## src/rtl/spi_apb_pkg.sv

```systemverilog
// Shared constants for the SPI APB sequencer: register map,
// status bit positions and sequencer state encodings.
package spi_apb_pkg;

    localparam logic [2:0] ADDR_CR1 = 3'd0;
    localparam logic [2:0] ADDR_CR2 = 3'd1;
    localparam logic [2:0] ADDR_BR  = 3'd2;
    localparam logic [2:0] ADDR_SR  = 3'd3;
    localparam logic [2:0] ADDR_DR  = 3'd5;

    localparam int SR_SPIF  = 7;
    localparam int SR_SPTEF = 5;
    localparam int SR_MODF  = 4;

    typedef enum logic [3:0] {
        ST_IDLE,
        ST_WR_CR1,
        ST_WR_CR2,
        ST_WR_BR,
        ST_WR_DR,
        ST_POLL_TX,
        ST_POLL_RX,
        ST_RD_DR,
        ST_DONE,
        ST_ERROR
    } seq_state_t;

    typedef enum logic [1:0] {
        PH_GAP,
        PH_SETUP,
        PH_ACCESS
    } apb_ph_t;

endpackage

```

## src/rtl/spi_seq_fifo.sv

```systemverilog
// Small synchronous byte FIFO holding the TX stream.
// Push is refused when full; push and pop may coincide.
module spi_seq_fifo #(
    parameter int DEPTH = 4,
    parameter int W     = 8
) (
    input  logic         PCLK,
    input  logic         PRESET_n,
    input  logic         i_push,
    input  logic [W-1:0] i_data,
    input  logic         i_pop,
    output logic [W-1:0] o_data,
    output logic         o_full,
    output logic         o_empty
);

    localparam int AW = $clog2(DEPTH);

    logic [W-1:0] r_mem [DEPTH];
    logic [AW:0]  r_wr;
    logic [AW:0]  r_rd;
    logic         w_push;
    logic         w_pop;

    assign o_empty = (r_wr == r_rd);
    assign o_full  = (r_wr[AW] != r_rd[AW]) &&
                     (r_wr[AW-1:0] == r_rd[AW-1:0]);
    assign w_push  = i_push && !o_full;
    assign w_pop   = i_pop && !o_empty;
    assign o_data  = r_mem[r_rd[AW-1:0]];

    // Storage array; contents are don't-care until written
    always_ff @(posedge PCLK) begin
        if (w_push) begin
            r_mem[r_wr[AW-1:0]] <= i_data;
        end
    end

    // Read/write pointers with an extra wrap bit for full detection
    always_ff @(posedge PCLK or negedge PRESET_n) begin
        if (!PRESET_n) begin
            r_wr <= '0;
            r_rd <= '0;
        end else begin
            if (w_push) begin
                r_wr <= r_wr + 1'b1;
            end
            if (w_pop) begin
                r_rd <= r_rd + 1'b1;
            end
        end
    end

endmodule

```

## src/rtl/spi_apb_sequencer.sv

```systemverilog
// APB master that configures the SPI slave, then streams TX bytes
// and reads back RX bytes. Optional SR poll timeout: SPI_SEQ_TIMEOUT_EN.
module spi_apb_sequencer
    import spi_apb_pkg::*;
#(
    parameter int DEPTH      = 4,
    parameter int POLL_LIMIT = 255
) (
    input  logic       PCLK,
    input  logic       PRESET_n,
    input  logic       start_i,
    input  logic [7:0] cfg_cr1_i,
    input  logic [7:0] cfg_cr2_i,
    input  logic [7:0] cfg_br_i,
    input  logic       tx_valid_i,
    input  logic [7:0] tx_data_i,
    output logic       tx_ready_o,
    output logic       rx_valid_o,
    output logic [7:0] rx_data_o,
    output logic       busy_o,
    output logic       done_o,
    output logic       err_o,
    output logic       PSEL_o,
    output logic       PENABLE_o,
    output logic       PWRITE_o,
    output logic [2:0] PADDR_o,
    output logic [7:0] PWDATA_o,
    input  logic [7:0] PRDATA_i,
    input  logic       PREADY_i,
    input  logic       PSLVERR_i
);

    seq_state_t r_state;
    apb_ph_t    r_ph;
    logic       r_psel;
    logic       r_penable;
    logic       r_pwrite;
    logic [2:0] r_paddr;
    logic [7:0] r_pwdata;
    logic       r_rx_valid;
    logic [7:0] r_rx_data;
    logic       r_done;
    logic       r_err;

    logic       w_full;
    logic       w_empty;
    logic [7:0] w_head;
    logic       w_pop;
    logic       w_xfer;
    logic       w_fin;
    logic       w_is_sr;
    logic       w_hit;
    logic       w_fail;
    logic       w_timeout;
    logic [2:0] w_addr;
    logic       w_write;
    logic [7:0] w_wdata;

    spi_seq_fifo #(
        .DEPTH (DEPTH),
        .W     (8)
    ) u_fifo (
        .PCLK     (PCLK),
        .PRESET_n (PRESET_n),
        .i_push   (tx_valid_i),
        .i_data   (tx_data_i),
        .i_pop    (w_pop),
        .o_data   (w_head),
        .o_full   (w_full),
        .o_empty  (w_empty)
    );

    assign tx_ready_o = !w_full;
    assign busy_o     = (r_state != ST_IDLE);
    assign rx_valid_o = r_rx_valid;
    assign rx_data_o  = r_rx_data;
    assign done_o     = r_done;
    assign err_o      = r_err;
    assign PSEL_o     = r_psel;
    assign PENABLE_o  = r_penable;
    assign PWRITE_o   = r_pwrite;
    assign PADDR_o    = r_paddr;
    assign PWDATA_o   = r_pwdata;

    assign w_xfer  = (r_state inside {ST_WR_CR1, ST_WR_CR2, ST_WR_BR,
                      ST_WR_DR, ST_POLL_TX, ST_POLL_RX, ST_RD_DR});
    assign w_fin   = (r_ph == PH_ACCESS) && PREADY_i;
    assign w_is_sr = (r_state == ST_POLL_TX) || (r_state == ST_POLL_RX);
    assign w_hit   = (r_state == ST_POLL_TX) ? PRDATA_i[SR_SPTEF]
                                             : PRDATA_i[SR_SPIF];
    assign w_fail  = PSLVERR_i || (w_is_sr && PRDATA_i[SR_MODF]);
    // A DR byte leaves the buffer only once its write is accepted
    assign w_pop   = w_fin && !w_fail && (r_state == ST_WR_DR);

`ifdef SPI_SEQ_TIMEOUT_EN
    localparam int PW = $clog2(POLL_LIMIT + 1);

    logic [PW-1:0] r_poll_cnt;

    assign w_timeout = (r_poll_cnt == PW'(POLL_LIMIT - 1));

    // Per-phase count of SR reads that lacked the awaited bit
    always_ff @(posedge PCLK or negedge PRESET_n) begin
        if (!PRESET_n) begin
            r_poll_cnt <= '0;
        end else if (w_fin && !w_fail) begin
            if (r_state == ST_WR_DR ||
                (r_state == ST_POLL_TX && w_hit)) begin
                r_poll_cnt <= '0;
            end else if (w_is_sr && !w_hit) begin
                r_poll_cnt <= r_poll_cnt + 1'b1;
            end
        end
    end
`else
    assign w_timeout = 1'b0;
`endif

    // Address, direction and write data for the current state
    always_comb begin
        w_addr  = ADDR_SR;
        w_write = 1'b0;
        w_wdata = 8'h00;
        unique case (r_state)
            ST_WR_CR1: begin
                w_addr  = ADDR_CR1;
                w_write = 1'b1;
                w_wdata = cfg_cr1_i;
            end
            ST_WR_CR2: begin
                w_addr  = ADDR_CR2;
                w_write = 1'b1;
                w_wdata = cfg_cr2_i;
            end
            ST_WR_BR: begin
                w_addr  = ADDR_BR;
                w_write = 1'b1;
                w_wdata = cfg_br_i;
            end
            ST_WR_DR: begin
                w_addr  = ADDR_DR;
                w_write = 1'b1;
                w_wdata = w_head;
            end
            ST_RD_DR: begin
                w_addr = ADDR_DR;
            end
            default: ;
        endcase
    end

    // Sequencer FSM and APB phase engine with registered outputs
    always_ff @(posedge PCLK or negedge PRESET_n) begin
        if (!PRESET_n) begin
            r_state    <= ST_IDLE;
            r_ph       <= PH_GAP;
            r_psel     <= 1'b0;
            r_penable  <= 1'b0;
            r_pwrite   <= 1'b0;
            r_paddr    <= 3'd0;
            r_pwdata   <= 8'h00;
            r_rx_valid <= 1'b0;
            r_rx_data  <= 8'h00;
            r_done     <= 1'b0;
            r_err      <= 1'b0;
        end else begin
            r_rx_valid <= 1'b0;
            r_done     <= 1'b0;
            r_err      <= 1'b0;

            // GAP keeps PSEL low for one cycle before each new setup
            unique case (r_ph)
                PH_GAP: begin
                    if (w_xfer) begin
                        r_psel    <= 1'b1;
                        r_penable <= 1'b0;
                        r_paddr   <= w_addr;
                        r_pwrite  <= w_write;
                        r_pwdata  <= w_wdata;
                        r_ph      <= PH_SETUP;
                    end
                end
                PH_SETUP: begin
                    r_penable <= 1'b1;
                    r_ph      <= PH_ACCESS;
                end
                PH_ACCESS: begin
                    if (PREADY_i) begin
                        r_psel    <= 1'b0;
                        r_penable <= 1'b0;
                        r_ph      <= PH_GAP;
                    end
                end
                default: r_ph <= PH_GAP;
            endcase

            unique case (r_state)
                ST_IDLE: begin
                    if (start_i) begin
                        r_state <= ST_WR_CR1;
                    end
                end
                ST_DONE, ST_ERROR: begin
                    r_state <= ST_IDLE;
                end
                default: begin
                    if (w_fin) begin
                        if (w_fail) begin
                            r_state <= ST_ERROR;
                            r_done  <= 1'b1;
                            r_err   <= 1'b1;
                        end else begin
                            unique case (r_state)
                                ST_WR_CR1: r_state <= ST_WR_CR2;
                                ST_WR_CR2: r_state <= ST_WR_BR;
                                ST_WR_DR:  r_state <= ST_POLL_TX;
                                ST_POLL_TX, ST_POLL_RX: begin
                                    if (w_hit) begin
                                        r_state <= (r_state == ST_POLL_TX)
                                                   ? ST_POLL_RX : ST_RD_DR;
                                    end else if (w_timeout) begin
                                        r_state <= ST_ERROR;
                                        r_done  <= 1'b1;
                                        r_err   <= 1'b1;
                                    end
                                end
                                default: begin
                                    if (r_state == ST_RD_DR) begin
                                        r_rx_valid <= 1'b1;
                                        r_rx_data  <= PRDATA_i;
                                    end
                                    r_state <= w_empty ? ST_DONE : ST_WR_DR;
                                    r_done  <= w_empty;
                                end
                            endcase
                        end
                    end
                end
            endcase
        end
    end

endmodule
```

## config.mk

```make
export PLATFORM = sky130hd
export DESIGN_NAME = spi_apb_sequencer
export DESIGN_NICKNAME = d
export VERILOG_FILES = /design/src/rtl/spi_apb_pkg.sv /design/src/rtl/spi_seq_fifo.sv /design/src/rtl/spi_apb_sequencer.sv
export SDC_FILE = /design/constraint.sdc
export NUM_CORES = 1
export LEC_CHECK = 0
export CELL_PAD_IN_SITES_DETAIL_PLACEMENT = 1
export CELL_PAD_IN_SITES_GLOBAL_PLACEMENT = 2
export CORE_ASPECT_RATIO = 1.2
export CORE_MARGIN = 4
export CORE_UTILIZATION = 36
export DETAILED_ROUTE_END_ITERATION = 12
export PLACE_DENSITY_LB_ADDON = 0.1
export REMOVE_ABC_BUFFERS = 1
export SYNTH_ARGS = -nofsm -noshare
export SYNTH_HDL_FRONTEND = slang
export SYNTH_SLANG_ARGS = --single-unit
```

## constraint.sdc

```tcl
create_clock -name PCLK -period 5.45 [get_ports PCLK]
set_input_delay 1.09 -clock PCLK [delete_from_list [all_inputs] [get_ports PCLK]]
set_output_delay 1.09 -clock PCLK [all_outputs]
set_load 0.01 [all_outputs]
```

* Word-level counts from Yosys, hierarchy flattened
Memory sizes are Yosys's and may differ from the RTL's.
Cells that the tools add are included.
** Word-level totals
- Output and inout port bits :: 27
- Bits of input ports :: 46
- Logic and storage cells :: 102
- Memories :: 1
- Register bits :: 37
- RAM bits :: 32
** Cells by class
- Multiplexer cells :: 34
- Reduce and logical (&&, ||, !) cells :: 31
- Equal/unequal tests :: 18
- Bitwise operators :: 3
- $add $sub $neg :: 2
** Memories
- u_fifo.r_mem :: depth 4, width 8, rd ports 1, clocked after memory_dff 0, wr ports 1, RTL line spi_seq_fifo.sv:19 : logic [W-1:0] r_mem [DEPTH];
** Operators with widths (number)
- 8-bit one-hot mux with 4 select lines :: 1
- 1-bit two-way mux :: 20
- 4-bit two-way mux :: 5
- 4-bit by 3-bit == test with 1-bit output, second input constant :: 4
- 4-bit one-hot mux with 4 select lines :: 1
- 3-bit one-hot mux with 4 select lines :: 1
- 3-bit AND reduction :: 3
- 4-bit by 2-bit == test with 1-bit output, second input constant :: 2
- 4-bit == test, second input constant :: 2
- 4-bit one-hot mux with 2 select lines :: 1
- 1-bit logical AND :: 7
- 7-bit nonzero test :: 1
- 3-bit by 1-bit adder with 3-bit output, second input constant :: 2
- 2-bit inequality test, second input constant :: 3
- 2-bit one-hot mux with 3 select lines :: 1
- 3-bit nonzero test :: 2
- 2-bit OR reduction :: 3
- 5-bit by 3-bit inequality test with 1-bit output, second input constant :: 1
- 5-bit AND reduction :: 1
- 5-bit OR reduction :: 1
- 4-bit by 1-bit == test with 1-bit output, second input constant :: 1
- 4-bit logical NOT :: 1
- 2-bit two-way mux :: 2
- 2-bit AND reduction :: 2
- other kinds (15) :: 20

* Longest topological paths before layout
- Depth in word-level cells :: 8
- Gate-level depth with buffers :: 6
- Gate-level depth less buffers :: 5

* By module
From an unflattened synthesis, not the netlist that was laid out.
** Second synthesis, totals
- Cell total of the unflattened synthesis :: 237
- Area total of the unflattened synthesis :: 3285.7 µm²
** By module, submodules not included
- spi_seq_fifo :: instances 1, cells an instance 90, area an instance 1649.1 µm², seq. area each 1111.1 µm²
- spi_apb_sequencer :: instances 1, cells an instance 147, area an instance 1636.6 µm², seq. area each 775.7 µm²

* Worst setup path after synthesis
No wires, ideal clock.
- Path kind :: register -> output
- From :: register u_fifo.r_rd[0]
- To :: output port tx_ready_o
- Stages on the path, launching flop included :: 4
- Slack :: 3317 ps
- Buffers on the path :: 1
- Arrival :: 1043 ps
- Required time :: 4360 ps
- Cell sequence :: dfrtp_1 > buf_6 > xnor2_1 > nand3_1
** Between the ends
- Word-level cells in the longest chain between the ends :: 3
** Ends and longest elaborated chain
- start, declared :: RTL line spi_seq_fifo.sv:21 : logic [AW:0] r_rd;
- start signal, assigned :: RTL line spi_seq_fifo.sv:49 : r_rd <= r_rd + 1'b1;
- 2-bit == test :: RTL line spi_seq_fifo.sv:27 : (r_wr[AW-1:0] == r_rd[AW-1:0]);
- 1-bit logical AND :: RTL line spi_seq_fifo.sv:26 : assign o_full = (r_wr[AW] != r_rd[AW]) &&
- 1-bit logical NOT :: RTL line spi_apb_sequencer.sv:73 : assign tx_ready_o = !w_full;
- end, declared :: RTL line spi_apb_sequencer.sv:17 : output logic tx_ready_o,
No other way between the ends.

* Final worst setup path
Ends and elaborated chain as after synthesis.

==> out/qor.txt <==
Status = completed
Sequential share of power = 42.7%
Most common cell after layout, fill and taps aside = clkdlybuf4s50_1
Row count = 37
Die area = 0.01036 mm²
Unique masters post-synth = 43
Crit Path Max Fanout = 11
Simple-Gate Fraction of Synth Area = 11.31%
Initial antenna violation count = 0
Gate power share = 37.6%
Worst slew pin tran = 0.9121 ns
Synthesized flop and latch total = 69
Largest net degree at the start of global routing = 38
CTS root buf = clkbuf_8
Initial DRC count = 62
Dpl hpwl = 5.588 mm
First-pass DRT Iterations = 4
Die Width = 93.57 µm
DR DRC count = 0
Post-layout util = 48.56%
XOR/XNOR Fraction of Synth Area = 2.492%
Post-route minimum period = 3.173 ns
Total Routing Usage GR = 15.12%
ANT cells = 0
Mapped Cells = 229
Mean Syn Cell Area = 13.81 µm²
Clock buffer count from CTS = 9
Cells on worst reg2reg path = 3
Synth Flop Type = dfrtp_1
Vias per cell = 4.946
WHS = 0.4715 ns
Skew final = 0.01035 ns
Final nets = 353
Hold crit path type = flip-flop to flip-flop
Area Growth Syn to Fin = 31.49%
WL/cell = 17.22 µm
Clock Latency Late Sink = 0.35 ns
Initial Util = 36.93%
Mux cell area share after synthesis = 12.74%
CP Launch Type = flip-flop
Via count = 2097
GR Util met2 = 23.76%
Hold buffers post-CTS = 0
Slew HR = 39.03%
Crit end category = output port
CTS clk-pin slew, worst paths = 0.09 ns
Hold path depth = 2
Sw Ratio = 37.33%
P per Cell Area = 480.7 mW/mm²
Final setup margin = 2.277 ns
Buffers on Ports = 72
Slew Limit Fails = 0
CTS tree = done
CTS resizes = 0
Most crowded layer after global routing = met2
Reg area = 0.001887 mm²
EDFF count, synth = 32
Fmax = 315.2 MHz
R2R Setup Slk = 3.03 ns
Clock share of power = 19.7%
Int Pwr = 1.253 mW
Worst min-delay path startpoint = PWDATA_o[3]$_DFFE_PN0P_
Total Power = 1.999 mW
Grt met1 use = 20.03%
Max H-tree Level = 3
Post-CTS setup buffers = 0
Worst Path Required = 4.36 ns
Die height = 110.7 µm
Post-route ant nets = 0
Longest Clk Path Bufs = 2
Remaining Overflow, GRT = 0
Worst R2R End = u_fifo.r_mem[3][3]$_DFFE_PP_
DP Worst Slack = 2.564 ns
Endpoint, Worst Hold = PWDATA_o[3]$_DFFE_PN0P_
Final Hold Vio Count = 0
DP Area = 0.003973 mm²
Fin area = 0.004159 mm²
Fin Setup TNS = 0 ns
GRT met3 Usage = 4.888%
IO Pins = 73
WP data arrival = 2.08 ns
Fin crit share = 58.22%
Critical path class = flip-flop to output port
Synthesized area = 0.003163 mm²
Switching power = 0.7463 mW
Placed Cells = 408
Post-Synth Adder-Cell Area = 1.978%
Final std cells w/o fill = 424
P_leak = 1.658 nW
Max Cap Viol = 0
Largest family of logic cells by synthesized area = multiplexers
RR Startpoint = u_fifo.r_rd[0]$_DFFE_PN0P_
Yosys warning count = 0
Num Clock Sinks = 69
Core ar. = 0.008564 mm²
Compound-gate portion of the synthesized area = 9.217%
Vias in the first global route = 2257
Commonest non-fill, non-tap cells in the layout = clkdlybuf4s50_1, dfrtp_1, edfxtp_1
Sequential-to-total area share from yosys stat = 59.65%
RSZ-0062 raised after global routing = false
Fill cell count = 886
Maximum vdd drop = 0.0002114 V
Final GP Congestion = 0.7032
Async S/R FF share, synth = 53.62%
First-pass GRT wire length = 12.10 mm
Endpoints failing setup = 0
Multi-input combinational cell area = 0.001194 mm²
Final wirelength = 7.303 mm
Share of post-route cells with drive strength above 1 = 16.29%
area by class of cell:
| cell class | count | area share (%) |
|---|---|---|
| multi-input cells | 143 | 28.70 |
| clock buffers | 9 | 2.978 |
| clock inverters | 7 | 1.504 |
| repair buffers | 73 | 17.39 |
| inverters | 6 | 0.5415 |
| flip-flops and latches | 69 | 45.37 |
| well taps | 117 | 3.520 |
power groups by stage:
stage	Combinational (mW)	Sequential (mW)	Clock, mW
4_1_cts	0.765	0.858	0.411
3_5_place_dp	0.763	0.869	0
2_1_floorplan	0.451	0.844	0
5_1_grt	0.831	0.880	0.437
3_3_place_gp	0.759	0.862	0
6_report	0.751	0.854	0.394
sequential cells by signal (all words and copies together), names as in the netlist:
name and count:
done_o 1, u_fifo.r_rd 3, PADDR_o 3, PWRITE_o 1, PWDATA_o 8, rx_valid_o 1, rx_data_o 8, PSEL_o 1
r_state 4, err_o 1, PENABLE_o 1, u_fifo.r_mem 32, r_ph 2, u_fifo.r_wr 3
kinds of logic (layout without fill, tap and decap cells):
logic type / after synthesis / in the layout
multiplexers: 28 / 28
adder cells (fa/ha/maj): 5 / 5
AND/OR/NAND/NOR: 61 / 61
buffers and inverters: 17 / 95
flip-flops: 69 / 69
AO/OA/AOI/OAI: 40 / 40
XOR/XNOR: 9 / 9
worst max-delay path, stage by stage, from the launching register on:
cell	delay (ns)
dfrtp_1	0.61
xnor2_1	0.49
nand3_1	0.13
clkdlybuf4s50_1	0.51
synth_stat cells (2+ instances only):
cell type,count,area [µm²]
dfrtp_1,37,925.9
a31oi_1,4,25.02
a21o_1,2,15.01
mux2_2,18,202.7
o31ai_1,2,15.01
nand3_1,3,15.01
nor4_4,2,42.54
ha_1,5,62.56
o2111ai_1,2,17.52
nor3_1,4,20.02
inv_1,6,22.52
nand4_1,2,12.51
a22oi_1,8,60.06
xor2_1,4,35.03
edfxtp_1,32,960.9
mux2i_1,2,20.02
buf_1,2,7.510
a21oi_1,4,20.02
buf_2,6,30.03
nand2_1,25,93.84
and2_1,4,25.02
a22o_1,8,70.07
nor3b_1,3,22.52
nor2b_1,3,18.77
nor2_1,8,30.03
o21ai_0,5,25.02
mux4_2,8,180.2
xnor2_1,5,43.79
worst max-delay path by stage:
stage / startpoint / endpoint / slack (ns) / depth (start not counted)
2_1_floorplan: u_fifo.r_rd[0]$_DFFE_PN0P_ / tx_ready_o / 3.22 / 2
3_3_place_gp: PREADY_i / rx_data_o[1]$_DFFE_PN0P_ / 2.61 / 4
3_5_place_dp: tx_valid_i / u_fifo.r_mem[3][1]$_DFFE_PP_ / 2.56 / 4
4_1_cts: u_fifo.r_rd[0]$_DFFE_PN0P_ / tx_ready_o / 2.22 / 3
5_1_grt: u_fifo.r_rd[0]$_DFFE_PN0P_ / tx_ready_o / 2.08 / 3
6_report: u_fifo.r_rd[0]$_DFFE_PN0P_ / tx_ready_o / 2.28 / 3
routing by layer:
metal	up-vias	part of all wire, %
li1	1001	-
met1	1035	44
met2	53	48
met3	8	6.1
met4	0	1.1
met5	-	0
No activity file was read; power rests on OpenSTA's default activity.
==> RTL change 1, RTL diff (same settings) <==
Add a define of `SPI_SEQ_TIMEOUT_EN`.
--- a/src/rtl/spi_apb_sequencer.sv
+++ b/src/rtl/spi_apb_sequencer.sv
@@ -1,4 +1,6 @@
 // APB master that configures the SPI slave, then streams TX bytes
 // and reads back RX bytes. Optional SR poll timeout: SPI_SEQ_TIMEOUT_EN.
+`define SPI_SEQ_TIMEOUT_EN
+
 module spi_apb_sequencer
     import spi_apb_pkg::*;
Behaviour: same outputs for any inputs over 10 cycles, from zero or initial values and one cycle with PRESET_n low; that may be too few to reach the edited logic, so the function may still have changed.
==> RTL change 1 against the original RTL <==
Synthesized area grew 18%. Power grew 14%. Hold slack gained 1.5 ps. Sequential share of layout area shrank 1.8 points. Final area grew 15%. Cell count grew 15%. Synthesized cell count grew 26%. Wire length grew 26%. Sequential cell count grew 8. Clock power grew 48%. First-iteration DRC count grew 66%. Worst setup slack lost 3.0 ps. Largest power group unchanged.
==> RTL change 1: results (changes against the original RTL) <==
Status
Run status: finished, final reports clean (unchanged).

CTS
The maximum clock path buffer count is 2 (unchanged). The clock tree root driver cell is sky130_fd_sc_hd__clkbuf_16 (was sky130_fd_sc_hd__clkbuf_8). The CTS clock-pin slew for the worst setup and hold paths was 70 ps (was 90 ps).

The H-tree level count is 3 (unchanged).

Logic synthesis
The fraction of the yosys area taken by sequential cells came to 0.560 (was 0.597). Largest cells by area after synthesis: sky130_fd_sc_hd__dfrtp_1 30%, sky130_fd_sc_hd__edfxtp_1 26%, sky130_fd_sc_hd__mux4_2 4.8% (was sky130_fd_sc_hd__edfxtp_1 30%, sky130_fd_sc_hd__dfrtp_1 29%, sky130_fd_sc_hd__mux2_2 6.4%). Ranking of synthesized cells by instance count: 45 x sky130_fd_sc_hd__dfrtp_1, 32 x sky130_fd_sc_hd__edfxtp_1, 21 x sky130_fd_sc_hd__nand2_1 (was 37 x sky130_fd_sc_hd__dfrtp_1, 32 x sky130_fd_sc_hd__edfxtp_1, 25 x sky130_fd_sc_hd__nand2_1).

Timing
The slew at the pin with the worst max-slew slack is 1030 ps (was 912 ps). The clock skew after layout is 8.91 ps (was 10.4 ps).

Global routing
The number of global-route vias before repair is 2822 (was 2257). The pin count of the biggest net entering global routing is 46 (was 38). The total track usage is 0.164 (was 0.151).

Setup path
The worst-case reg-to-reg path depth came to 6 (was 3). The worst flop-to-flop path endpoint is PWDATA_o[5]$_DFFE_PN0P_ (was u_fifo.r_mem[3][3]$_DFFE_PP_). The source of the critical timing path was r_state[3]$_DFFE_PN0P_ (was u_fifo.r_rd[0]$_DFFE_PN0P_). The timing endpoint of the critical path is busy_o (was tx_ready_o). The setup slack on the worst flop-to-flop path is 2800 ps (was 3030 ps). The source of the worst register-to-register timing path is r_state[0]$_DFFE_PN0P_ (was u_fifo.r_rd[0]$_DFFE_PN0P_). The highest fanout seen on the critical path was 10 (was 11).

Placed design
The pre-CTS setup slack came to 2450 ps (was 2560 ps). The total cell area at the placement stage was 0.00450 mm2 (was 0.00397 mm2). The final RePlAce weighted congestion is 0.743 (was 0.703).

Detailed routing
The via count came to 2582 (was 2097). The routed wirelength normalized by instance count came to 18.8 um (was 17.2 um). The number of DRC violations after detailed-routing iteration 0 was 103 (was 62).

Cells and area
The layout cell share with drive strength beyond 1 was 0.124 (was 0.163). The number of flip-flops in the largest register is 32 (unchanged). The net count of the finished layout came to 410 (was 353).

Power
The worst supply voltage drop on vdd is 0.000208 V (was 0.000211 V). The reported leakage power came to 1.90 nW (was 1.66 nW).

Min path
The hold path depth is 1 (was 2).
-- RTL change 1: power breakdown --
part | total [mW] | switching [mW] | internal (mW) | leakage, nW
clock network | 0.585 | 0.265 | 0.320 | 0.137
logic | 0.815 | 0.436 | 0.379 | 0.875
registers | 0.888 | 0.134 | 0.754 | 0.884
total | 2.29 | 0.835 | 1.45 | 1.90
-- RTL change 1: stage by stage --
stage	cells	power (mW)
3_5_place_dp	472	1.74
4_1_cts	488	2.33
3_3_place_gp	472	1.72
2_1_floorplan	273	1.37
5_1_grt	488	2.45
6_report	488	2.29
-- RTL change 1: how the worst min path moves through the flow --
stage                                         start                        end  slack (ps)
final                     r_poll_cnt[7]$_DFFE_PN0P_  r_poll_cnt[7]$_DFFE_PN0P_         470
after floorplan           r_poll_cnt[6]$_DFFE_PN0P_  r_poll_cnt[6]$_DFFE_PN0P_         440
after global placement    r_poll_cnt[6]$_DFFE_PN0P_  r_poll_cnt[6]$_DFFE_PN0P_         460
after CTS                 r_poll_cnt[7]$_DFFE_PN0P_  r_poll_cnt[7]$_DFFE_PN0P_         480
after global routing      r_poll_cnt[7]$_DFFE_PN0P_  r_poll_cnt[7]$_DFFE_PN0P_         510
after detailed placement  r_poll_cnt[7]$_DFFE_PN0P_  r_poll_cnt[7]$_DFFE_PN0P_         470
-- RTL change 1: critical path: stages (launching register included) --
cell                              delay, ps
sky130_fd_sc_hd__dfrtp_1                510
sky130_fd_sc_hd__nor2_1                 620
sky130_fd_sc_hd__nand2_1                 90
sky130_fd_sc_hd__clkdlybuf4s50_1        520
-- RTL change 1: cells by family (layout without fill, tap and decap cells) --
family / after synthesis / in the layout / synth area share
AO/OA/AOI/OAI: 68 / 68 / 0.134
XOR/XNOR: 11 / 11 / 0.0279
adder cells (fa/ha/maj): 7 / 7 / 0.0235
buffers and inverters: 25 / 98 / 0.0386
flip-flops: 77 / 77 / 0.560
multiplexers: 28 / 28 / 0.105
AND/OR/NAND/NOR: 73 / 73 / 0.111
-- RTL change 1: metal layers --
layer | up-vias | global-route usage | part of all wire
met5 | - | 0 | 0
met4 | 0 | 0.0539 | 0.014
met3 | 8 | 0.0398 | 0.039
met2 | 44 | 0.280 | 0.52
met1 | 1305 | 0.202 | 0.42
li1 | 1225 | - | -
-- RTL change 1: area by class of cell --
type / instances / area, um2 / area share
Tap cell: 126 / 158 / 0.0329
Inverter: 9 / 35.0 / 0.00732
Sequential cell: 77 / 2090 / 0.436
Timing Repair Buffer: 73 / 723 / 0.151
Clock inverter: 7 / 63.8 / 0.0133
Clock buffer: 9 / 225 / 0.0471
Multi-Input combinational cell: 187 / 1490 / 0.312
==> RTL change 2, RTL diff (same flow settings) <==
Made on the original files. Register the output `err_o` once more, with the module's reset; this adds one clock of latency there. The other outputs are not delayed to match.
--- a/src/rtl/spi_apb_sequencer.sv
+++ b/src/rtl/spi_apb_sequencer.sv
@@ -76,5 +76,11 @@
     assign rx_data_o  = r_rx_data;
     assign done_o     = r_done;
-    assign err_o      = r_err;
+    always_ff @(posedge PCLK or negedge PRESET_n) begin
+        if (!PRESET_n) begin
+            err_o <= '0;
+        end else begin
+            err_o <= r_err;
+        end
+    end
     assign PSEL_o     = r_psel;
     assign PENABLE_o  = r_penable;
Function: changed (Yosys sat finds a counterexample within 10 cycles, from zero or initial values and one cycle with PRESET_n low).
==> RTL change 2 against the original RTL <==
Register-to-register slack lost 40 ps. Synthesized cell count grew 3.9%. Final area grew 0.72%. Sequential cell count grew 1. First-iteration DRC count shrank 37%. Wire length grew 4.8%. Highest routed layer unchanged. Non-clock buffer count is the same. Worst setup slack gained 57 ps. Hold slack lost 110 ps. Power shrank 2.9%. Synthesized area grew 1.3%. Sequential power shrank 6.3%.
==> RTL change 2: results (changes against the original RTL) <==
Logic synthesis
The fraction of the yosys area taken by sequential cells is 0.596 (was 0.597). Largest cells by area after synthesis: sky130_fd_sc_hd__edfxtp_1 30%, sky130_fd_sc_hd__dfrtp_1 30%, sky130_fd_sc_hd__mux4_2 5.6% (was sky130_fd_sc_hd__edfxtp_1 30%, sky130_fd_sc_hd__dfrtp_1 29%, sky130_fd_sc_hd__mux2_2 6.4%). Ranking of synthesized cells by instance count: 38 x sky130_fd_sc_hd__dfrtp_1, 32 x sky130_fd_sc_hd__edfxtp_1, 17 x sky130_fd_sc_hd__nand2_1 (was 37 x sky130_fd_sc_hd__dfrtp_1, 32 x sky130_fd_sc_hd__edfxtp_1, 25 x sky130_fd_sc_hd__nand2_1).

The compound-gate portion of the synthesized area is 0.116 (was 0.0922). The fraction of synthesized area in multiplexers is 0.116 (was 0.127). The xor and xnor area share after synthesis was 0.0301 (was 0.0249). The async set or reset register ratio after synthesis came to 0.543 (was 0.536).

Detailed routing
The average vias per placed instance is 5.09 (was 4.95). The met1 wire length came to 3.23 mm (was 3.24 mm). The met3 wire length is 290 um (was 444 um). The met2 routed wirelength is 4.05 mm (was 3.54 mm).

Cells and area
The layout cell share with drive strength beyond 1 came to 0.127 (was 0.163). The net count of the finished layout came to 360 (was 353). The final instance count without filler cells is 431 (was 424).

Global routing
The total track usage is 0.153 (was 0.151). The first-pass GRT wire length is 12.4 mm (was 12.1 mm).

Setup path
The worst-case reg-to-reg path depth is 5 (was 3). The setup slack on the worst flop-to-flop path is 2990 ps (was 3030 ps).

Placed design
The pre-CTS setup slack is 2440 ps (was 2560 ps). The HPWL after detailed placement came to 5.65 mm (was 5.59 mm). The number of cells in the design after placement is 415 (was 408).

Timing
The clock skew after layout is 11.5 ps (was 10.4 ps). The slew at the pin with the worst max-slew slack was 876 ps (was 912 ps). The timing-limited maximum frequency was 321 MHz (was 315 MHz).

Min path
The hold path depth is 0 (was 2).

Power
The reported leakage power came to 1.61 nW (was 1.66 nW).

Status
Run status: finished, final reports clean (unchanged).
-- RTL change 2: stage by stage --
step | utilization | power (mW)
detailed placement | 0.465 | 1.57
global route | 0.486 | 2.08
floorplan | - | 1.23
CTS | 0.486 | 1.97
finish | 0.486 | 1.94
global placement | 0.465 | 1.56
-- RTL change 2: layout make-up --
type	instances	area, um2	share of cell area
clock buffers	9	124	0.0296
inverters	9	33.8	0.00806
clock inverters	7	62.6	0.0149
well taps	117	146	0.0349
flip-flops and latches	70	1910	0.456
multi-input cells	146	1190	0.283
repair buffers	73	723	0.173
-- RTL change 2: report_power, final --
part	switching, mW	internal (mW)	total [mW]
registers	0.105	0.695	0.800
clock network	0.222	0.176	0.397
logic	0.404	0.340	0.743
-- RTL change 2: metal layers --
metal  vias up  GRT usage
met1      1101      0.191
met3         8     0.0297
met2        45      0.266
met5         -          0
met4         0     0.0462
li1       1041          -
-- RTL change 2: how the worst min path moves through the flow --
stage	end	slack, ps	from
after floorplan	err_o$_DFF_PN0_	330	r_err$_DFF_PN0_
after global placement	err_o$_DFF_PN0_	330	r_err$_DFF_PN0_
after detailed placement	err_o$_DFF_PN0_	350	r_err$_DFF_PN0_
after CTS	err_o$_DFF_PN0_	370	r_err$_DFF_PN0_
after global routing	err_o$_DFF_PN0_	370	r_err$_DFF_PN0_
final	err_o$_DFF_PN0_	360	r_err$_DFF_PN0_
-- RTL change 2: worst reg2reg max path, cell delays in order (launching register included) --
cell                      delay, ps
sky130_fd_sc_hd__dfrtp_1        700
sky130_fd_sc_hd__nor3_1         170
sky130_fd_sc_hd__or4_1          740
sky130_fd_sc_hd__inv_2          260
sky130_fd_sc_hd__nand2_1        260
sky130_fd_sc_hd__o21ai_0        250
-- RTL change 2: logic make-up after synthesis --
family                   after synthesis
flip-flops                            70
AND/OR/NAND/NOR                       53
AO/OA/AOI/OAI                         51
multiplexers                          26
buffers and inverters                 22
XOR/XNOR                              11
adder cells (fa/ha/maj)                5
